[config.mk]
export PLATFORM = sky130hd
export DESIGN_NAME = hazard_stall_controller_flat
export DESIGN_NICKNAME = d
export VERILOG_FILES = /design/src/rtl/hazard_stall_controller_pkg.sv /design/src/rtl/hazard_stall_controller_if.sv /design/src/rtl/hazard_stall_controller_load_use_detect.sv /design/src/rtl/hazard_stall_controller.sv /design/src/flat_wrapper.sv
export SDC_FILE = /design/constraint.sdc
export NUM_CORES = 1
export LEC_CHECK = 0
export ABC_CLOCK_PERIOD_IN_PS = 3100
export CAP_MARGIN = 20
export CORE_MARGIN = 2
export CORE_UTILIZATION = 24
export DETAILED_ROUTE_END_ITERATION = 10
export PLACE_DENSITY = 0.58
export RECOVER_POWER = 25
export SETUP_SLACK_MARGIN = 0.1
export SYNTH_ARGS = -nofsm -noshare
export SYNTH_HDL_FRONTEND = slang
export SYNTH_SLANG_ARGS = --single-unit
[constraint.sdc]
create_clock -name clk -period 3.1 [get_ports clk]
set_input_delay 0.62 -clock clk [delete_from_list [all_inputs] [get_ports clk]]
set_output_delay 0.62 -clock clk [all_outputs]
set_load 0.05 [all_outputs]
[src/rtl/hazard_stall_controller_pkg.sv]
// Shared types and constants for the ID-stage hazard/stall controller.
// Also holds the NOP select encoding driven on CU_S.
package hazard_stall_controller_pkg;

    typedef enum logic {
        RUN     = 1'b0,
        MC_WAIT = 1'b1
    } state_e;

    localparam logic [4:0] REG_G0 = 5'd0;

    // CU_S mux select: PASS forwards decoded control, NOP forces a bubble into ID/EX
    localparam logic CU_S_PASS = 1'b0;
    localparam logic CU_S_NOP  = 1'b1;

    localparam int MC_CNT_W = 4;

endpackage

[src/rtl/hazard_stall_controller_if.sv]
// ID/EX hazard sideband in from the pipeline, front-end enables out.
// The master side drives the operand/EX info; the slave is the controller.
interface hazard_stall_controller_if #(
    parameter int CNT_W = 16
);
    logic [4:0]       ID_rs1;
    logic [4:0]       ID_rs2;
    logic [4:0]       ID_rd;
    logic             ID_uses_rs1;
    logic             ID_uses_rs2;
    logic             ID_uses_rd;
    logic             ID_multicycle;
    logic             ID_annul;
    logic             EX_load;
    logic             EX_Register_File_Enable;
    logic [4:0]       EX_RD;
    logic             nPC_LE;
    logic             PC_LE;
    logic             IF_ID_LE;
    logic             CU_S;
    logic             IF_ID_flush;
    logic             mc_busy;
    logic [CNT_W-1:0] stall_cycles;

    modport master (
        output ID_rs1, ID_rs2, ID_rd, ID_uses_rs1, ID_uses_rs2, ID_uses_rd,
               ID_multicycle, ID_annul, EX_load, EX_Register_File_Enable, EX_RD,
        input  nPC_LE, PC_LE, IF_ID_LE, CU_S, IF_ID_flush, mc_busy, stall_cycles
    );

    modport slave (
        input  ID_rs1, ID_rs2, ID_rd, ID_uses_rs1, ID_uses_rs2, ID_uses_rd,
               ID_multicycle, ID_annul, EX_load, EX_Register_File_Enable, EX_RD,
        output nPC_LE, PC_LE, IF_ID_LE, CU_S, IF_ID_flush, mc_busy, stall_cycles
    );

endinterface

[src/rtl/hazard_stall_controller_load_use_detect.sv]
// Combinational load-use comparator: a load in EX whose result an ID operand needs.
// Kept standalone so the store-data path can reuse it.
module load_use_detect
    import hazard_stall_controller_pkg::*;
(
    input  logic [4:0] i_rs1,
    input  logic [4:0] i_rs2,
    input  logic [4:0] i_rd,
    input  logic       i_uses_rs1,
    input  logic       i_uses_rs2,
    input  logic       i_uses_rd,
    input  logic       i_ex_load,
    input  logic       i_ex_rf_en,
    input  logic [4:0] i_ex_rd,
    output logic       o_load_hz
);
    logic w_ex_writes;
    logic w_match;

    // %g0 is hardwired zero, so a load targeting it never produces a value to wait for
    assign w_ex_writes = i_ex_load & i_ex_rf_en & (i_ex_rd != REG_G0);
    assign w_match     = (i_uses_rs1 & (i_rs1 == i_ex_rd))
                       | (i_uses_rs2 & (i_rs2 == i_ex_rd))
                       | (i_uses_rd  & (i_rd  == i_ex_rd));
    assign o_load_hz   = w_ex_writes & w_match;

endmodule

[src/rtl/hazard_stall_controller.sv]
// ID-stage front-end sequencer: load-use bubbles, multicycle freeze, delay-slot annul.
// Outputs are combinational from registered state so a stall acts in the detect cycle.
module hazard_stall_controller
    import hazard_stall_controller_pkg::*;
#(
    parameter int MC_LATENCY = 4,
    parameter int CNT_W      = 16
) (
    input  logic                       clk,
    input  logic                       reset,
    hazard_stall_controller_if.slave   bus
);
    localparam logic [MC_CNT_W-1:0] MC_INIT  = MC_CNT_W'(MC_LATENCY - 1);
    localparam logic [CNT_W-1:0]    CNT_MAX  = {CNT_W{1'b1}};

    state_e                r_state;
    state_e                w_next_state;
    logic [MC_CNT_W-1:0]   r_mc_cnt;
    logic [CNT_W-1:0]      r_stall_cycles;

    logic w_load_hz;
    logic w_le;
    logic w_cu_s;
    logic w_flush;
    logic w_busy;
    logic w_mc_issue;

    load_use_detect u_load_use_detect (
        .i_rs1      (bus.ID_rs1),
        .i_rs2      (bus.ID_rs2),
        .i_rd       (bus.ID_rd),
        .i_uses_rs1 (bus.ID_uses_rs1),
        .i_uses_rs2 (bus.ID_uses_rs2),
        .i_uses_rd  (bus.ID_uses_rd),
        .i_ex_load  (bus.EX_load),
        .i_ex_rf_en (bus.EX_Register_File_Enable),
        .i_ex_rd    (bus.EX_RD),
        .o_load_hz  (w_load_hz)
    );

    always_comb begin
        w_le         = 1'b1;
        w_cu_s       = CU_S_PASS;
        w_flush      = 1'b0;
        w_busy       = 1'b0;
        w_mc_issue   = 1'b0;
        w_next_state = r_state;
        // Reset forces the run-state view regardless of what the pipeline presents
        if (!reset) begin
            unique case (r_state)
                RUN: begin
                    if (w_load_hz) begin
                        w_le   = 1'b0;
                        w_cu_s = CU_S_NOP;
                    end else begin
                        w_flush = bus.ID_annul;
                        if (bus.ID_multicycle) begin
                            w_mc_issue   = 1'b1;
                            w_next_state = MC_WAIT;
                        end
                    end
                end
                MC_WAIT: begin
                    w_le   = 1'b0;
                    w_cu_s = CU_S_NOP;
                    w_busy = 1'b1;
                    if (r_mc_cnt == MC_CNT_W'(1)) w_next_state = RUN;
                end
                default: w_next_state = RUN;
            endcase
        end
    end

    always_ff @(posedge clk) begin
        if (reset) begin
            r_state  <= RUN;
            r_mc_cnt <= '0;
        end else begin
            r_state <= w_next_state;
            if (w_mc_issue)            r_mc_cnt <= MC_INIT;
            else if (r_state == MC_WAIT) r_mc_cnt <= r_mc_cnt - MC_CNT_W'(1);
        end
    end

    always_ff @(posedge clk) begin
        if (reset)                              r_stall_cycles <= '0;
        else if (!w_le && r_stall_cycles != CNT_MAX) r_stall_cycles <= r_stall_cycles + CNT_W'(1);
    end

    assign bus.nPC_LE       = w_le;
    assign bus.PC_LE        = w_le;
    assign bus.IF_ID_LE     = w_le;
    assign bus.CU_S         = w_cu_s;
    assign bus.IF_ID_flush  = w_flush;
    assign bus.mc_busy      = w_busy;
    assign bus.stall_cycles = r_stall_cycles;

endmodule

[src/flat_wrapper.sv]
// flat-port wrapper written by rule: the top's interface ports become plain ports
module hazard_stall_controller_flat import hazard_stall_controller_pkg::*;
#(
    parameter int MC_LATENCY = 4,
    parameter int CNT_W      = 16
)
  (clk, reset, bus_ID_rs1, bus_ID_rs2, bus_ID_rd, bus_ID_uses_rs1, bus_ID_uses_rs2, bus_ID_uses_rd, bus_ID_multicycle, bus_ID_annul, bus_EX_load, bus_EX_Register_File_Enable, bus_EX_RD, bus_nPC_LE, bus_PC_LE, bus_IF_ID_LE, bus_CU_S, bus_IF_ID_flush, bus_mc_busy, bus_stall_cycles);
  hazard_stall_controller_if #(.CNT_W(CNT_W)) bus_i ();
  input  logic clk;
  input  logic reset;
  input wire logic [$bits(bus_i.ID_rs1)-1:0] bus_ID_rs1;
  input wire logic [$bits(bus_i.ID_rs2)-1:0] bus_ID_rs2;
  input wire logic [$bits(bus_i.ID_rd)-1:0] bus_ID_rd;
  input wire logic [$bits(bus_i.ID_uses_rs1)-1:0] bus_ID_uses_rs1;
  input wire logic [$bits(bus_i.ID_uses_rs2)-1:0] bus_ID_uses_rs2;
  input wire logic [$bits(bus_i.ID_uses_rd)-1:0] bus_ID_uses_rd;
  input wire logic [$bits(bus_i.ID_multicycle)-1:0] bus_ID_multicycle;
  input wire logic [$bits(bus_i.ID_annul)-1:0] bus_ID_annul;
  input wire logic [$bits(bus_i.EX_load)-1:0] bus_EX_load;
  input wire logic [$bits(bus_i.EX_Register_File_Enable)-1:0] bus_EX_Register_File_Enable;
  input wire logic [$bits(bus_i.EX_RD)-1:0] bus_EX_RD;
  output wire logic [$bits(bus_i.nPC_LE)-1:0] bus_nPC_LE;
  output wire logic [$bits(bus_i.PC_LE)-1:0] bus_PC_LE;
  output wire logic [$bits(bus_i.IF_ID_LE)-1:0] bus_IF_ID_LE;
  output wire logic [$bits(bus_i.CU_S)-1:0] bus_CU_S;
  output wire logic [$bits(bus_i.IF_ID_flush)-1:0] bus_IF_ID_flush;
  output wire logic [$bits(bus_i.mc_busy)-1:0] bus_mc_busy;
  output wire logic [$bits(bus_i.stall_cycles)-1:0] bus_stall_cycles;
  assign bus_i.ID_rs1 = bus_ID_rs1;
  assign bus_i.ID_rs2 = bus_ID_rs2;
  assign bus_i.ID_rd = bus_ID_rd;
  assign bus_i.ID_uses_rs1 = bus_ID_uses_rs1;
  assign bus_i.ID_uses_rs2 = bus_ID_uses_rs2;
  assign bus_i.ID_uses_rd = bus_ID_uses_rd;
  assign bus_i.ID_multicycle = bus_ID_multicycle;
  assign bus_i.ID_annul = bus_ID_annul;
  assign bus_i.EX_load = bus_EX_load;
  assign bus_i.EX_Register_File_Enable = bus_EX_Register_File_Enable;
  assign bus_i.EX_RD = bus_EX_RD;
  assign bus_nPC_LE = bus_i.nPC_LE;
  assign bus_PC_LE = bus_i.PC_LE;
  assign bus_IF_ID_LE = bus_i.IF_ID_LE;
  assign bus_CU_S = bus_i.CU_S;
  assign bus_IF_ID_flush = bus_i.IF_ID_flush;
  assign bus_mc_busy = bus_i.mc_busy;
  assign bus_stall_cycles = bus_i.stall_cycles;
  hazard_stall_controller #(.MC_LATENCY(MC_LATENCY), .CNT_W(CNT_W)) u_core (.clk(clk), .reset(reset), .bus(bus_i));
endmodule
* Word level (Yosys, flattened, before mapping) *
Index checks and enable logic that the tools add are counted.

word-level totals
  memories kept = 0
  word-level logic and storage cells = 44
  output and inout port bits = 22
  ROM bits = 0
  flip-flop bits (word level) = 21
  latch bits = 0
  bits of input ports = 29
  bits in writable memories = 0

cells by class
  div/mod/pow operators = 0
  shift operators = 0
  reduce and logical (&&, ||, !) cells = 5
  mux-type cells = 19
  equality and inequality tests = 5
  $add $sub $neg = 2
  multipliers = 0
  $lt $le $gt $ge = 0
  bitwise logic cells = 9

operator list
  kind                                                                   count
  16-bit by 1-bit adder with 16-bit output, second input constant        1
  16-bit != test, second input constant                                  1
  5-bit equality test                                                    3
  1-bit 2-to-1 mux                                                       14
  1-bit bitwise AND                                                      6
  1-bit case mux with 2 select lines                                     3
  5-bit nonzero test                                                     1
  4-bit by 1-bit equality test with 1-bit output, second input constant  1
  2-bit 2-to-1 mux                                                       2
  4-bit by 1-bit subtractor with 4-bit output, second input constant     1
  1-bit OR                                                               2
  2-bit nonzero test                                                     1
  2-bit OR reduction                                                     1
  1-bit logical AND                                                      1
  1-bit zero test                                                        1
  1-bit NOT                                                              1

* Longest topological paths before layout *
  depth in word-level cells = 10
  depth in mapped cells = 7
  mapped depth without buffers = 6

* Cells and area by module *
Synthesis repeated with hierarchy kept, for this count alone.

second synthesis, totals
  cells, all modules = 150
  area, all modules = 1307.5 µm²

by module, submodules not included
  module                   sequential area each (µm²)  instances  area an instance (µm²)  cells each
  hazard_stall_controller  420.4                       1          1101.1                  126
  load_use_detect          0.0                         1          206.4                   24

* Least setup slack after synthesis *
No wires, ideal clock.

  kind = input -> output
  from = input bus_EX_RD[0]
  to = output bus_CU_S
  path buffers = 0
  cell stages on the path = 5
  data arrival time = 3.314 ns
  data required time = 2.480 ns
  setup slack = -0.834 ns
  path through = or3_1 > o311a_1 > o21a_1 > o21ai_0 > inv_1

between the ends
  cells in the longest elaborated chain, start to end = 8
  elaborated cells on any way between the ends = 14
  those cells by class = eq/ne (3); mux (3); bitwise (7); reduce/logical (1)

ends and longest elaborated chain
  item                                           RTL line                                                                                      text
  start: declaration                             flat_wrapper.sv:21                                                                            input wire logic [$bits(bus_i.EX_RD)-1:0] bus_EX_RD;
  5-bit equality test, on equally long branches  hazard_stall_controller_load_use_detect.sv:22, hazard_stall_controller_load_use_detect.sv:23
  1-bit bitwise AND, on equally long branches    hazard_stall_controller_load_use_detect.sv:22, hazard_stall_controller_load_use_detect.sv:23
  1-bit OR                                       hazard_stall_controller_load_use_detect.sv:23                                                 | (i_uses_rs2 & (i_rs2 == i_ex_rd))
  1-bit OR                                       hazard_stall_controller_load_use_detect.sv:24                                                 | (i_uses_rd & (i_rd == i_ex_rd));
  1-bit bitwise AND *                            hazard_stall_controller_load_use_detect.sv:25                                                 assign o_load_hz = w_ex_writes & w_match;
  1-bit 2-to-1 mux *                             hazard_stall_controller.sv:52                                                                 if (w_load_hz) begin
  1-bit case mux with 2 select lines *           hazard_stall_controller.sv:50                                                                 unique case (r_state)
  1-bit 2-to-1 mux *                             hazard_stall_controller.sv:49                                                                 if (!reset) begin
  end: declaration                               flat_wrapper.sv:25                                                                            output wire logic [$bits(bus_i.CU_S)-1:0] bus_CU_S;

Every way passes the cells marked *; elsewhere a longest branch is shown, timed or not.

* Worst setup path after layout *
  from = input bus_ID_rs1[0]
  to = output bus_IF_ID_flush

between the ends
  cells in the longest elaborated chain, start to end = 8

ends and longest elaborated chain
  item                 RTL line                                       text
  start: declaration   flat_wrapper.sv:11                             input wire logic [$bits(bus_i.ID_rs1)-1:0] bus_ID_rs1;
  5-bit equality test  hazard_stall_controller_load_use_detect.sv:22  assign w_match = (i_uses_rs1 & (i_rs1 == i_ex_rd))
  1-bit bitwise AND    hazard_stall_controller_load_use_detect.sv:22
  1-bit OR             hazard_stall_controller_load_use_detect.sv:23
  1-bit OR             hazard_stall_controller_load_use_detect.sv:24
  1-bit bitwise AND    hazard_stall_controller_load_use_detect.sv:25
  1-bit 2-to-1 mux     hazard_stall_controller.sv:52
  1-bit 2-to-1 mux     hazard_stall_controller.sv:50
  1-bit 2-to-1 mux     hazard_stall_controller.sv:49
  end: declaration     flat_wrapper.sv:26                             output wire logic [$bits(bus_i.IF_ID_flush)-1:0] bus_IF_ID_flush;

No other way between the ends.

==> metrics.txt <==
Site Rows 27; clock slew at reported path FFs 0.08 ns; TritonRoute pass-1 iters 4; full die area 6510 sq um; HP Start u_core.bus.stall_cycles[14]$_SDFFE_PP0P_; routability congestion estimate 0.702; Die H 80.7 um; final instance area 2150 sq um; RR Startpoint u_core.bus.stall_cycles[0]$_SDFFE_PP0P_; antenna-violating nets left 0; final worst slack 0.216 ns; clk buf depth 2; top post-synthesis cells by area dfxtp_1 30%, xnor2_1 8.1%, mux2_2 6.4%, a211oi_1 4.8%, nor2_1 4.3%; Via Count 1392; critical path's slowest cell clkdlybuf4s50_1; WL final 3790 um; CP bufs+invs 2; largest net degree at the start of global routing 27; Syn Area/Cell 8.45 sq um; initial antenna violation count 0; worst-path cell chain clkdlybuf4s50_1 -> xor2_1 -> nor4_1 -> and3_2 -> o21a_4 -> nor2_1 -> and3_4 -> buf_12; crit-path max FO 3; Worst-Skew Late Latency 0.27 ns; Fin. Hold Viols 0; startpoint types input pin; WHS Path Cells 1; first-pass GRT wire length 5920 um; io pins 51; skew final 0.00741 ns; CTS tree done; most common cell in the synthesized netlist dfxtp_1; fmax 0.347 GHz; hpwl dp 2850 um; worst hold path type reg2reg; top-area cell type share of the netlist area 29.8%; reg2reg setup slack 1.04 ns; Arrival @ worst endpoint 2.26 ns; PD cells 307 nW/um^2; Worst setup EP type output port; Post-DP Area 2090 sq um; clk root buf clkbuf_8; post-synthesis sequential area ratio 29.8%; GR Overflow Total 0; Mapped Nets 199; Post-Syn Area 1410 sq um; Critical Path Max Stage Delay 0.41 ns; count of final setup violators 0; uppermost layer routed met4; Iteration-0 DRC Markers 41; synthesized flop and latch total 21; Crit Reg-Reg Endpoint u_core.bus.stall_cycles[12]$_SDFFE_PP0P_; Via-to-Cell Ratio 4.72; port bufs 50; WL met3 369 um; cts hold-fix bufs 0; status finished clean; Rel. slew slack 60.6%; top cells by count, synth 21 x dfxtp_1, 16 x nor2_1, 13 x nand2_1, 13 x xnor2_1, 9 x a211oi_1; worst slack, placed -0.0359 ns; final hold slack 0.491 ns; wl on met1 1780 um; Async SR Flop Fraction 0%; Top delay family on crit path simple AND/OR/NAND/NOR gates; fraction of layout instances using a drive strength above 1 19.7%; Final Non-Filler Cells 295; part of the cycle the worst path needs 93.0%; H-tree depth 1; Distinct cells, synth 42; worst-margin pin slew 0.588 ns; WL met2 1610 um; Core Box Area 5610 sq um; dominant synthesized flop cell dfxtp_1; P_leak 0.838 nW; Hold Crit Endpoint u_core.bus.stall_cycles[14]$_SDFFE_PP0P_; R2R depth 6; final core utilization 38.3%; Final Max Tran Viols 0; fin crit period 2.88 ns; Starting Density 25.2%; total CTS buffers 3; NumNets Final 256; Post-Synthesis Cells 167; area delta synth->final 52.1%; number of synthesized flops with an enable pin 0; Avg WL per Cell 12.8 um; Die Width 80.7 um; ANT cells 0; Total Power 0.660 mW; RSZ-0062 raised after global routing no; gr usage total 11.5%; number of global-route vias before repair 1264; Setup TNS Final 0 ns; dpl cells 290; Worst IR Drop VDD 0.137 mV; Filler Cell Count 576; CP Class in2out; Max-Cap Viols 0; clock sinks 21; Syn. warnings 0; most area-hungry cell type in the Yosys netlist dfxtp_1; DRC viols 0; Crit path required time 2.48 ns
[worst reg2reg max path, delay by kind of cell (launching register included)]
kind	cells	cell delay (ns)
adders and majority gates	1	0.19
DFF	1	0.41
muxes	1	0.29
AOI/OAI and AO/OA	1	0.09
and+or+nand+nor	3	0.96
[layout make-up]
type                    instances  area [sq um]  area share, %
flip-flops and latches         21           420           19.6
inverters                       7          26.3           1.22
clock inverters                 1          5.00          0.233
well taps                      72          90.1           4.20
clock buffers                   3          41.3           1.92
multi-input cells             129           920           42.8
repair buffers                 62           644           30.0
[registers in the layout (all words and copies together) (netlist names)]
register and cells:
u_core.bus.stall_cycles 16, u_core.r_mc_cnt 4, u_core.r_state 1
[metal layers]
metal | global-route usage [%] | up-vias
met3 | 2.58 | 4
met4 | 2.54 | 0
met5 | 0 | -
met2 | 19.5 | 43
met1 | 14.8 | 639
li1 | - | 706
[timing repair]
| action | in CTS | in global routing |
|---|---|---|
| cloned | 0 | 0 |
| endpoints found under the setup margin | 5 | 5 |
| pin swaps | 2 | 3 |
| gates resized for setup | 6 | 1 |
| buffers inserted | 0 | 1 |
[power breakdown]
| group | total (mW) | switching, mW | leakage [nW] | internal (mW) |
|---|---|---|---|---|
| logic | 0.182 | 0.0895 | 0.642 | 0.0927 |
| clock network | 0.189 | 0.0989 | 0.0255 | 0.0898 |
| registers | 0.289 | 0.0114 | 0.170 | 0.278 |
[worst max path at each step]
stage	cells after the start	startpoint	slack [ns]	to
3_5_place_dp	8	bus_EX_RD[4]	-0.04	bus_IF_ID_flush
4_1_cts	8	bus_ID_rs1[0]	0.12	bus_IF_ID_flush
5_1_grt	8	bus_ID_rs1[3]	0.11	bus_IF_ID_flush
3_3_place_gp	8	bus_EX_RD[4]	-0.02	bus_IF_ID_flush
6_report	8	bus_ID_rs1[0]	0.22	bus_IF_ID_flush
2_1_floorplan	5	bus_EX_RD[0]	0.12	bus_CU_S
[cells by family after synthesis]
family | count (synthesis) | share of synthesized area, %
AOI/OAI and AO/OA | 34 | 18.3
DFF | 21 | 29.8
adders and majority gates | 3 | 2.66
xor gates and xnor gates | 18 | 11.2
buffers and inverters | 17 | 6.20
muxes | 9 | 7.18
and+or+nand+nor | 65 | 24.7
[cell usage in the layout (no fill, tap or decap), types with 2 or more instances in the layout]
cell / Yosys / layout
mux2_2: 8 / 8
xnor2_1: 13 / 13
nand4_1: 2 / 2
and3_4: 3 / 4
inv_1: 7 / 7
ha_1: 3 / 3
and3_1: 4 / 3
xor2_1: 5 / 5
a21oi_1: 6 / 6
nor4_1: 4 / 4
o21ai_2: 1 / 2
nor2b_1: 8 / 8
and3_2: 2 / 2
o21ai_0: 3 / 2
nor2_1: 16 / 16
o31a_2: 2 / 2
o21a_1: 3 / 2
nand3_1: 7 / 7
buf_4: 2 / 12
buf_12: 0 / 6
dfxtp_1: 21 / 21
or3_1: 2 / 2
nand2_1: 13 / 13
clkbuf_8: 0 / 3
a211oi_1: 9 / 9
clkdlybuf4s50_1: 0 / 29
dlygate4sd3_1: 0 / 10
dlygate4sd2_1: 0 / 5
No activity file was read; power rests on OpenSTA's default activity.
==> patch, RTL diff (same flow settings) <==
`CNT_W` is set to 16 in 3 places; all go to 20.
--- a/src/rtl/hazard_stall_controller_if.sv
+++ b/src/rtl/hazard_stall_controller_if.sv
@@ -2,5 +2,5 @@
 // The master side drives the operand/EX info; the slave is the controller.
 interface hazard_stall_controller_if #(
-    parameter int CNT_W = 16
+    parameter int CNT_W = 20
 );
     logic [4:0]       ID_rs1;
--- a/src/rtl/hazard_stall_controller.sv
+++ b/src/rtl/hazard_stall_controller.sv
@@ -5,5 +5,5 @@
 #(
     parameter int MC_LATENCY = 4,
-    parameter int CNT_W      = 16
+    parameter int CNT_W      = 20
 ) (
     input  logic                       clk,
--- a/src/flat_wrapper.sv
+++ b/src/flat_wrapper.sv
@@ -3,5 +3,5 @@
 #(
     parameter int MC_LATENCY = 4,
-    parameter int CNT_W      = 16
+    parameter int CNT_W      = 20
 )
   (clk, reset, bus_ID_rs1, bus_ID_rs2, bus_ID_rd, bus_ID_uses_rs1, bus_ID_uses_rs2, bus_ID_uses_rd, bus_ID_multicycle, bus_ID_annul, bus_EX_load, bus_EX_Register_File_Enable, bus_EX_RD, bus_nPC_LE, bus_PC_LE, bus_IF_ID_LE, bus_CU_S, bus_IF_ID_flush, bus_mc_busy, bus_stall_cycles);
Ports: changed (resized bus_stall_cycles); port bits go from 51 to 55. No check against the original RTL was run, so the function may have changed too.
==> patch against the original RTL <==
Sequential power up 19%; worst setup slack worse by 0.032 ns; synthesized area grew 12%; via count grew 15%; design area grew 9.1%; hold slack better by 0.018 ns; routed wire length up 7.2%; total power up 15%; first-iteration DRC count is 46% higher; sequential cell count up 4; global-route usage fell by 0.24 points; clock power up 5%; non-clock buffer count down 2; register-to-register slack got worse by 0.23 ns; critical path type unchanged; critical endpoint is now bus_IF_ID_LE.
==> patch: results (changes against the original RTL) <==
synth:
  synth_common_cells: "25 x dfxtp_1, 15 x a21oi_1, 15 x nor2_1, 14 x nand2_1, 13 x xor2_1"
  synth_nets: 231  # +16%
  ys_seq_area_frac: 0.315  # +0.0176
  synthTopCellsByArea: "dfxtp_1 32%, xor2_1 7.2%, a21oi_1 4.7%, or4_1 4.3%, mux2_2 4.3%"
  async_flop_share: 0  # unchanged
  syn_inst: 199  # +19%
timing:
  hold_ws_ns: 0.509  # +0.0179 ns
  fin_crit_sh: 0.941  # +0.0105
  skew_ns: 0.0107  # +0.00328 ns
  worstMarginPinSlew_ns: 0.567  # -0.0211 ns
  hold_viol: 0  # unchanged
min_path:
  min_to: "u_core.bus.stall_cycles[8]$_SDFFE_PP0P_"
  hold_depth: 2  # +1
  hold_start: "u_core.bus.stall_cycles[8]$_SDFFE_PP0P_"
status:
  outcome: "completed"
power_and_ir_drop:
  p_comb_frac: 0.287  # +0.011
  p_seq_frac: 0.452  # +0.014
  power.share.switching: 0.311  # +0.00800
  peakVddDrop_v: 0.000255  # +87%
  leakagePower_nw: 0.851  # +1.5%
grt:
  grt_pass1_wl_um: 6870  # +16%
  track_usage: 0.113  # -0.00245
  grt_use_met2: 0.196  # +0.00102
  use_met3: 0.0331  # +0.00723
  grtUsageMet1: 0.142  # -0.00659
detailed_routing:
  drtIter0Drc: 60  # +46%
  wl_met3_um: 218  # -41%
  totalWireLength_um: 4060  # +7.2%
  wl_met2_um: 1970  # +23%
  drt-met1-wl_um: 1860  # +4.4%
  avgViaCountPerCell: 4.84  # +2.7%
place:
  preCtsSetupSlack_ns: -0.140  # -0.104 ns
  gp_congestion: 0.751  # +6.9%
  place_area_um2: 2310  # +11%
  numPortBuffers: 54  # +8.0%
  placed_cells: 325  # +12%
  hpwlAfterDp_um: 3210  # +13%
setup_path:
  max_stage_delay_ns: 0.37  # -0.04 ns
  cp_max_fo: 4  # +1
  cp-endpoint: "bus_IF_ID_LE"
  r2r_end: "u_core.bus.stall_cycles[19]$_SDFFE_PP0P_"
  arrival_ns: 2.30  # +0.04 ns
  reg2regPathDepth: 6  # unchanged
  cpMaxStageDelayCell: "or3_4"
  r2r_start: "u_core.bus.stall_cycles[4]$_SDFFE_PP0P_"
finish:
  nets: 285  # +11%
  nFillCells: 696  # +21%
  final_layout_size_suffix_gt1_frac: 0.127  # -0.0703
  seq_area_um2: 500  # +19%
  largest_reg_flops: 20  # +4
## patch: cell types whose count changed after synthesis, moves of 6 or more
cell / change
a21oi_1: +9
xor2_1: +8
xnor2_1: -8
or4_1: +8
nor3_1: +6
a211oi_1: -9
## patch: kinds of logic (layout without fill, tap and decap cells)
logic type | after synthesis | after routing | share of synthesized area
and+or+nand+nor | 93 | 93 | 0.334
buffers and inverters | 19 | 72 | 0.0513
DFF | 25 | 25 | 0.315
AOI/OAI and AO/OA | 34 | 34 | 0.127
adders and majority gates | 3 | 3 | 0.0237
muxes | 7 | 7 | 0.0489
xor gates and xnor gates | 18 | 18 | 0.0994
## patch: cell type report
cell class,instances,share of cell area
Timing Repair Buffer,60,0.271
Multi-Input combinational cell,155,0.442
Inverter,8,0.0128
Sequential cell,25,0.214
Clock buffer,4,0.0192
Tap cell,77,0.0411
## patch: what timing repair did
action                     CTS  global route
resized for setup           25             3
setup endpoints to repair    5             4
cloned                       0             0
hold buffers                 0             0
pin swaps                    8             3
